**src/rtl/lsu_mmio_controller.sv**
```systemverilog
// lsu_mmio_controller: load/store unit between the memory stage and a variable-latency data memory,
// with a memory-mapped GPIO window.
//   clk_i, rst_n_i              clock, synchronous active-low reset
//   req_i/we_i/funct3_i         pipeline access valid, store flag, RISC-V size/sign field
//   address_i/wdata_i/rdata_o   byte address, unshifted store data, extended load result
//   stall_o/misaligned_o        pipeline hold, misaligned access flag
//   bus_err_o                   one-cycle pulse when the memory times out
//   mem_*                       registered request to data memory, ack/rdata back
//   sw_i/gpio_o                 asynchronous switch input, output channels
module lsu_mmio_controller #(
  parameter int          GPIO_OUT_CH = 2,
  parameter int          GPIO_W      = 4,
  parameter logic [31:0] MMIO_BASE   = 32'hFFFF_0000,
  parameter int          MEM_TIMEOUT = 255
) (
  input  logic                          clk_i,
  input  logic                          rst_n_i,
  input  logic                          req_i,
  input  logic                          we_i,
  input  logic [2:0]                    funct3_i,
  input  logic [31:0]                   address_i,
  input  logic [31:0]                   wdata_i,
  output logic [31:0]                   rdata_o,
  output logic                          stall_o,
  output logic                          misaligned_o,
  output logic                          bus_err_o,
  output logic                          mem_req_o,
  output logic                          mem_we_o,
  output logic [3:0]                    mem_be_o,
  output logic [31:0]                   mem_addr_o,
  output logic [31:0]                   mem_wdata_o,
  input  logic                          mem_ack_i,
  input  logic [31:0]                   mem_rdata_i,
  input  logic [GPIO_W-1:0]             sw_i,
  output logic [GPIO_OUT_CH*GPIO_W-1:0] gpio_o
);
  typedef enum logic [1:0] {IDLE, BUS, RESP} state_t;
  localparam int CW = $clog2(MEM_TIMEOUT + 2);

  // Select the addressed lane, then sign- or zero-extend (f3[2] = unsigned).
  function automatic logic [31:0] extend(input logic [31:0] w, input logic [1:0] lane, input logic [2:0] f3);
    logic [31:0] s;
    s = w >> {lane, 3'b000};
    return f3[1] ? w : f3[0] ? {{16{s[15] & ~f3[2]}}, s[15:0]} : {{24{s[7] & ~f3[2]}}, s[7:0]};
  endfunction

  state_t                             state_q, state_d;
  logic [CW-1:0]                      cnt_q, cnt_d;
  logic [31:0]                        addr_q, addr_d, wdata_q, wdata_d, data_q, data_d;
  logic [3:0]                         be_q, be_d;
  logic                               we_q, we_d, err_q, err_d;
  logic [1:0]                         lane_q, lane_d;
  logic [2:0]                         f3_q, f3_d;
  logic [GPIO_OUT_CH-1:0][GPIO_W-1:0] gpio_q, gpio_d;
  logic [GPIO_W-1:0]                  sync1_q, sync1_d, sync2_q, sync2_d;
  logic                               is_half, is_word, is_mmio, access, mmio_acc, mem_acc, tmo;
  logic [29:0]                        widx;
  logic [31:0]                        mmio_rd;

  assign is_half      = funct3_i[1:0] == 2'b01;
  assign is_word      = funct3_i[1];
  assign misaligned_o = req_i & ((is_half & address_i[0]) | (is_word & |address_i[1:0]));
  assign is_mmio      = address_i >= MMIO_BASE;
  // Word index inside the MMIO window; only meaningful when is_mmio.
  assign widx         = address_i[31:2] - MMIO_BASE[31:2];
  // New accesses are only accepted in IDLE; in BUS/RESP req_i is the held memory request.
  assign access       = req_i & ~misaligned_o & (state_q == IDLE);
  assign mmio_acc     = access & is_mmio;
  assign mem_acc      = access & ~is_mmio;
  assign tmo          = (MEM_TIMEOUT != 0) && (cnt_q == CW'(MEM_TIMEOUT - 1));

  always_comb begin
    mmio_rd = (widx == '0) ? 32'(sync2_q) : '0;
    gpio_d  = gpio_q;
    for (int k = 0; k < GPIO_OUT_CH; k++) begin
      if (widx == 30'(k + 1)) begin
        mmio_rd   = 32'(gpio_q[k]);
        gpio_d[k] = (mmio_acc & we_i) ? wdata_i[GPIO_W-1:0] : gpio_q[k];
      end
    end
  end

  always_comb begin
    state_d = state_q;
    cnt_d   = '0;
    addr_d  = addr_q;
    be_d    = be_q;
    we_d    = we_q;
    wdata_d = wdata_q;
    lane_d  = lane_q;
    f3_d    = f3_q;
    data_d  = data_q;
    err_d   = 1'b0;
    sync1_d = sw_i;
    sync2_d = sync1_q;
    if (mem_acc) begin
      state_d = BUS;
      addr_d  = {address_i[31:2], 2'b00};
      be_d    = is_word ? 4'b1111 : funct3_i[0] ? 4'b0011 << {address_i[1], 1'b0} : 4'b0001 << address_i[1:0];
      we_d    = we_i;
      wdata_d = is_word ? wdata_i : funct3_i[0] ? {2{wdata_i[15:0]}} : {4{wdata_i[7:0]}};
      lane_d  = address_i[1:0];
      f3_d    = funct3_i;
    end else if (state_q == BUS) begin
      cnt_d   = cnt_q + CW'(1);
      state_d = (mem_ack_i | tmo) ? RESP : BUS;
      data_d  = mem_ack_i ? mem_rdata_i : tmo ? '0 : data_q;
      // An ack in the timeout cycle wins.
      err_d   = ~mem_ack_i & tmo;
    end else if (state_q == RESP) begin
      state_d = IDLE;
    end
  end

  always_ff @(posedge clk_i) begin
    if (!rst_n_i) begin
      state_q <= IDLE;
      cnt_q   <= '0;
      addr_q  <= '0;
      be_q    <= '0;
      we_q    <= 1'b0;
      wdata_q <= '0;
      lane_q  <= '0;
      f3_q    <= '0;
      data_q  <= '0;
      err_q   <= 1'b0;
      gpio_q  <= '0;
      sync1_q <= '0;
      sync2_q <= '0;
    end else begin
      state_q <= state_d;
      cnt_q   <= cnt_d;
      addr_q  <= addr_d;
      be_q    <= be_d;
      we_q    <= we_d;
      wdata_q <= wdata_d;
      lane_q  <= lane_d;
      f3_q    <= f3_d;
      data_q  <= data_d;
      err_q   <= err_d;
      gpio_q  <= gpio_d;
      sync1_q <= sync1_d;
      sync2_q <= sync2_d;
    end
  end

  assign stall_o     = (state_q == BUS) | mem_acc;
  assign rdata_o     = (state_q == RESP) ? (we_q ? '0 : extend(data_q, lane_q, f3_q)) :
                       (mmio_acc & ~we_i) ? extend(mmio_rd, address_i[1:0], funct3_i) : '0;
  assign bus_err_o   = err_q;
  assign mem_req_o   = state_q == BUS;
  assign mem_we_o    = we_q;
  assign mem_be_o    = be_q;
  assign mem_addr_o  = addr_q;
  assign mem_wdata_o = wdata_q;
  assign gpio_o      = gpio_q;
endmodule

```
**config.mk**
```make
export PLATFORM = sky130hd
export DESIGN_NAME = lsu_mmio_controller
export DESIGN_NICKNAME = d
export VERILOG_FILES = /design/src/rtl/lsu_mmio_controller.sv
export SDC_FILE = /design/constraint.sdc
export NUM_CORES = 1
export LEC_CHECK = 0
export CORE_ASPECT_RATIO = 0.9
export CORE_MARGIN = 2
export CORE_UTILIZATION = 30
export CTS_BUF_LIST = sky130_fd_sc_hd__clkbuf_4 sky130_fd_sc_hd__clkbuf_8
export DETAILED_ROUTE_END_ITERATION = 10
export SETUP_SLACK_MARGIN = 0.15
export SYNTH_ARGS = -nofsm -noshare
export SYNTH_HDL_FRONTEND = slang
export SYNTH_SLANG_ARGS = --single-unit
```
**constraint.sdc**
```tcl
create_clock -name clk_i -period 2.35 [get_ports clk_i]
set_input_delay 0.47 -clock clk_i [delete_from_list [all_inputs] [get_ports clk_i]]
set_output_delay 0.47 -clock clk_i [all_outputs]
set_load 0.03 [all_outputs]
```
# Word-level counts from Yosys, hierarchy flattened
# Index checks and enable logic that the tools add are counted.
# classes
n_div	0
reduce_logical	11
n_bitwise	26
shift	4
mul	0
n_eq_ne	6
n_mux	20
addsub	2
order_cmp	1
# ops
operator	n
32-bit two-way mux	12
32-bit by 5-bit >> shifter with 16-bit output	2
32-bit >= comparator, second input constant	1
30-bit by 1-bit equality test with 1-bit output, second input constant	1
30-bit by 2-bit equality test with 1-bit output, second input constant	1
30-bit zero test	1
30-bit subtractor, second input constant	1
4-bit two-way mux	4
1-bit AND	14
9-bit by 1-bit adder with 9-bit output, second input constant	1
9-bit by 8-bit equality test with 1-bit output, second input constant	1
1-bit inverter	9
2-bit two-way mux	3
2-bit by 1-bit equality test with 1-bit output, second input constant	2
2-bit AND reduction	2
2-bit nonzero test	2
2-bit OR reduction	2
1-bit by 2-bit left shift with 4-bit output, first input constant	1
2-bit by 2-bit left shift with 4-bit output, first input constant	1
1-bit bitwise OR	3
3-bit AND reduction	1
3-bit nonzero test	1
3-bit OR reduction	1
2-bit equality test, second input constant	1
other kinds (2)	2
# word_totals
latch_bits	0
n_memories	0
inputBits	108
wordCells	85
regBits	132
mem_bits_ro	0
ram_bits	0
out_inout_bits	113

# Longest topological paths before layout
# logic_depth
ltp_word	11
ltp_mapped	8
mapped_depth_nobuf	6

# Worst setup path before layout
# Ideal clock, no wire load.
# synth_timing
path_type	input -> output
startpoint	input address_i[4]
endpoint	output rdata_o[0]
stages	4
required_ps	1880
t_arrival_ps	2016
setup_slack_ps	-136
path_cell_list	or4_1 > nor4_2 > nand3_1 > o21ai_1
# synth_between
elab_chain_cells	10
word_cells_on_any_way	15
cone_classes	1 x add/sub; 1 x order compare; 2 x eq/ne; 1 x shift; 7 x mux; 2 x bitwise; 1 x reduce/logical
# synth_lines
item	line_no	rtl
start, declared	21	input logic [31:0] address_i,
30-bit subtractor	65	assign widx = address_i[31:2] - MMIO_BASE[31:2];
30-bit zero test	73	mmio_rd = (widx == '0) ? 32'(sync2_q) : '0;
4-bit two-way mux	73	
4-bit two-way mux	76	if (widx == 30'(k + 1)) begin
32-bit two-way mux	76	
32-bit by 5-bit >> shifter with 16-bit output	43	s = w >> {lane, 3'b000};
32-bit two-way mux (2 in series)	44	return f3[1] ? w : f3[0] ? {{16{s[15] & ~f3[2]}}, s[15:0]} : {{24{s[7] & ~f3[2]}}, s[7:0]};
32-bit two-way mux *	149	(mmio_acc & ~we_i) ? extend(mmio_rd, address_i[1:0], funct3_i) : '0;
32-bit two-way mux *	148	assign rdata_o = (state_q == RESP) ? (we_q ? '0 : extend(data_q, lane_q, f3_q)) :
end, declared	23	output logic [31:0] rdata_o,
# Mark *: on every way between the ends. The rest lies on a longest branch, timed or not.

# Final worst setup path
# layout_timing
startpoint	register lane_q[0]
endpoint	output rdata_o[31]
# layout_between
elab_chain_cells	6
word_cells_on_any_way	7
cone_classes	1 x shift; 4 x mux; 2 x bitwise
# layout_lines
item	line_no	rtl
start, declared	52	logic [1:0] lane_q, lane_d;
start signal, assigned	137	lane_q <= lane_d;
32-bit by 5-bit >> shifter with 16-bit output *	43	
1-bit AND	44	
32-bit two-way mux * (2 in series)	44	
32-bit two-way mux * (2 in series)	148	
# Marks and branches as above.

==> results.txt <==
The run finished, with violations left. The checks that failed: setup timing. The power density of the placed cells is 583.2 nW/µm². The maximum ir drop on the vdd rail is 321.0 µV.

For this run, design rule violations remaining after detail routing come to 0. The distinct cell type count of the synthesized netlist came out at 53. The number of antenna violations at the first check in global routing came to 0. The most used standard cell by instance count after synthesis is sky130_fd_sc_hd__dfxtp_1.

The post-CTS clock slew at the launch and capture registers of the worst setup and hold paths is 0.08 ns. The wire length of the first global-routing pass is 35.41 mm. The number of sinks driven by the clock tree came out at 132.

The number of cells on the worst hold path is 3. TritonCTS built the clock tree. Dividing the detail-routed wire length by the instance count gives 17.46 µm. The later-pin clock latency in the skew report came out at 0.44 ns.

The number of buffers created by CTS is 17. The clock passes through at most 2 buffers. The upper clock frequency limit came out at 367.1 MHz. The share of power burned in the clock network is 37.3%. The number of inserted diodes is 0. Across all setup checks in the final design, the least slack found is -0.3740 ns. The floorplan die height is 143.2 µm. The share of the synthesized area in the top cell type is 40.94%. Setup violations remaining at the end of the flow were counted as 28. The setup path with the least slack is of type reg2out. Summed over all layers, the routed wires come to 23.18 mm. The number of enable flip-flop cells after synthesis is 0. The min-delay analysis places its worst path in the category in2reg. The share of the yosys chip area belonging to registers came out at 40.94%. The switching part of the total power is 29.37%. The leakage power of the design came out at 0.003780 µW. The core footprint is 20960 µm². The cell area after layout came out at 10440 µm².

In the synthesized netlist, the cells that appear most often are 132 x sky130_fd_sc_hd__dfxtp_1, 95 x sky130_fd_sc_hd__a21oi_1, 86 x sky130_fd_sc_hd__nand2_1. Measured against its own limit, the worst slew margin works out to 57.51%. The average footprint of a synthesized cell is 8.265 µm².

The HPWL reported at the end of detailed placement is 16.41 mm. The max-slew violation total from the final report came out at 0. Internal power comes to 4300 µW.

CTS placed an instance of sky130_fd_sc_hd__clkbuf_8 at the clock tree root. The pin count of the biggest net entering global routing came out at 67. The net count of the finished layout is 1142. Summed over all layers, the global routing overflow is 0. The row count is 50. Global routing consumed, over all layers together, 20.16% of the routing resources. On the final layout, the worst clock skew is 0.01195 ns. The net load switching power is 1788 µW. The layout cell share with drive strength beyond 1 is 22.36%. The final count of hold timing violations came out at 0. The total power of the final layout is 6089 µW. The detail route stage leaves a number of antenna-violating nets equal to 0. The total number of vias came out at 6773. The number of ports placed on the die boundary came out at 221. The pre-antenna-repair detailed-routing pass consisted of 5 iterations. The H-tree depth reported by CTS is 4. Across the run, the number of max-cap violations was 0. STA classifies the critical path startpoint as a flop. The effective utilization at floorplan is 30.80%. Data on the critical path is required at its endpoint by 1.88 ns. STA classifies the critical path endpoint as a primary output.

In this run the tool buffered the top-level ports with 218 buffer cells. The highest fanout seen on the critical path came out at 7. The share of the cycle needed by the critical path after routing came out at 115.9%. The largest total area in the synthesized netlist belongs to sky130_fd_sc_hd__dfxtp_1. The prevailing post-synth register cell is sky130_fd_sc_hd__dfxtp_1. The data arrival time of the critical path is 2.25 ns. The chip width came out at 158.6 µm. The power share of the sequential group came out at 39.9%. By area the synthesized netlist is led by sky130_fd_sc_hd__dfxtp_1 41%, sky130_fd_sc_hd__mux2i_1 12%, sky130_fd_sc_hd__a21oi_1 7.4%. In this run the cell area of the synthesized design comes to 6455 µm². The actual transition at the worst max-transition pin is 0.6373 ns.

The synthesis-to-finish area growth is 61.74%. The overall die area came out at 22710 µm². Combinational cells account for 22.8% of the total power. The number of global-route vias before repair is 6313.

The instance area at placement came out at 9548 µm². The flip-flop and latch count after synthesis came out at 132. Setup repair after global routing could not meet its margin everywhere.

Subtracting the final worst setup slack from the clock period gives 2.724 ns. The warning count from the yosys run is 0. Routability-driven placement finished with a final weighted congestion of 0.8094. The violation count after the first detailed-route iteration is 373. The number of instances in the synthesized netlist came out at 781. The number of vias per cell after detailed routing came out at 5.100.

After synthesis, the share of flip-flops with an asynchronous set or reset is 0%. Counting cells, the worst reg-to-reg path comes to 9.
[cells in the final DEF, fill, tap and decap left out, drive strengths merged, types with 11 or more instances in the layout]
master,synthesis,layout
nand3,79,79
a211oi,11,11
clkdlybuf4s50,0,152
clkbuf,63,24
o21ai,72,72
inv,8,14
dfxtp,132,132
mux2i,77,77
nor2,27,27
a21oi,96,96
buf,14,124
nand2,86,86
[worst max-delay path, stage by stage (launching register included)]
cell,delay [ns]
sky130_fd_sc_hd__dfxtp_2,0.34
sky130_fd_sc_hd__mux4_2,0.50
sky130_fd_sc_hd__a211o_1,0.27
sky130_fd_sc_hd__o211ai_1,0.11
sky130_fd_sc_hd__bufbuf_16,0.30
sky130_fd_sc_hd__buf_8,0.12
sky130_fd_sc_hd__a21oi_2,0.04
sky130_fd_sc_hd__buf_6,0.14
[logic make-up after synthesis]
family | share of synthesized area [%]
AO/OA/AOI/OAI | 21.13
XOR/XNOR | 0.9498
adder cells (fa/ha/maj) | 0.9692
buffers and inverters | 5.602
flip-flops | 40.94
multiplexers | 12.29
other | 0.05810
AND/OR/NAND/NOR | 18.07
[metal layers]
metal	share of wire (%)	wire length (µm)	vias up	GRT usage [%]
met2	45	10520	207	31.17
li1	-	-	3325	-
met3	7.8	1808	17	6.798
met4	1.1	266	0	4.220
met1	46	10590	3224	27.28
met5	0	0	-	0
[worst paths after layout]
kind                                   start       endpoint  slack, ns
worst max-delay path               lane_q[0]    rdata_o[31]      -0.37
worst min register to register    sync1_q[3]     sync2_q[3]       0.44
worst max register to register    state_q[1]     data_q[15]       0.41
worst min-delay path            address_i[7]  mem_addr_o[7]       0.28
[what timing repair did]
action                     in CTS  in global routing
gates cloned                    3                  0
setup buffers                   7                  3
hold buffers                    0                  0
setup endpoints to repair      93                 32
gates resized for setup       206                 32
pin swaps                      25                 20
[per-stage QoR]
stage                     instances  utilization (%)  setup TNS [ns]  hold slack, ns  worst slack [ns]
after floorplan                 782                -               0          0.4119           0.04681
after global placement         1283            45.56          -42.11          0.4149           -0.5593
after detailed placement       1283            45.56          -44.03          0.4228           -0.5765
after CTS                      1325            49.38          -7.728          0.2459           -0.4127
after global routing           1328            49.81          -10.01          0.2584           -0.4951
final                          1328            49.81          -6.759          0.2751           -0.3740
[cell type report]
type / count / area [µm²]
repair buffers: 305 / 3144
well taps: 286 / 357.8
inverters: 10 / 37.54
fillers: 1984 / 10520
flip-flops and latches: 132 / 2648
clock inverters: 14 / 222.7
clock buffers: 18 / 241.5
multi-input cells: 563 / 3789
[state kept, by name (all words and copies together), names as in the netlist]
register	flops
data_q	32
mem_wdata_o	32
mem_addr_o	30
cnt_q	9
gpio_o	8
mem_be_o	4
sync1_q	4
sync2_q	4
f3_q	3
lane_q	2
state_q	2
bus_err_o	1
mem_we_o	1
[power groups by stage]
stage	sequential [µW]	clock (µW)	combinational, µW
finish	2430	2270	1390
global route	2440	2430	1480
CTS	2430	2330	1370
detailed placement	2470	0	1320
global placement	2470	0	1310
floorplan	2630	0	507
No activity file was read; power rests on OpenSTA's default activity.
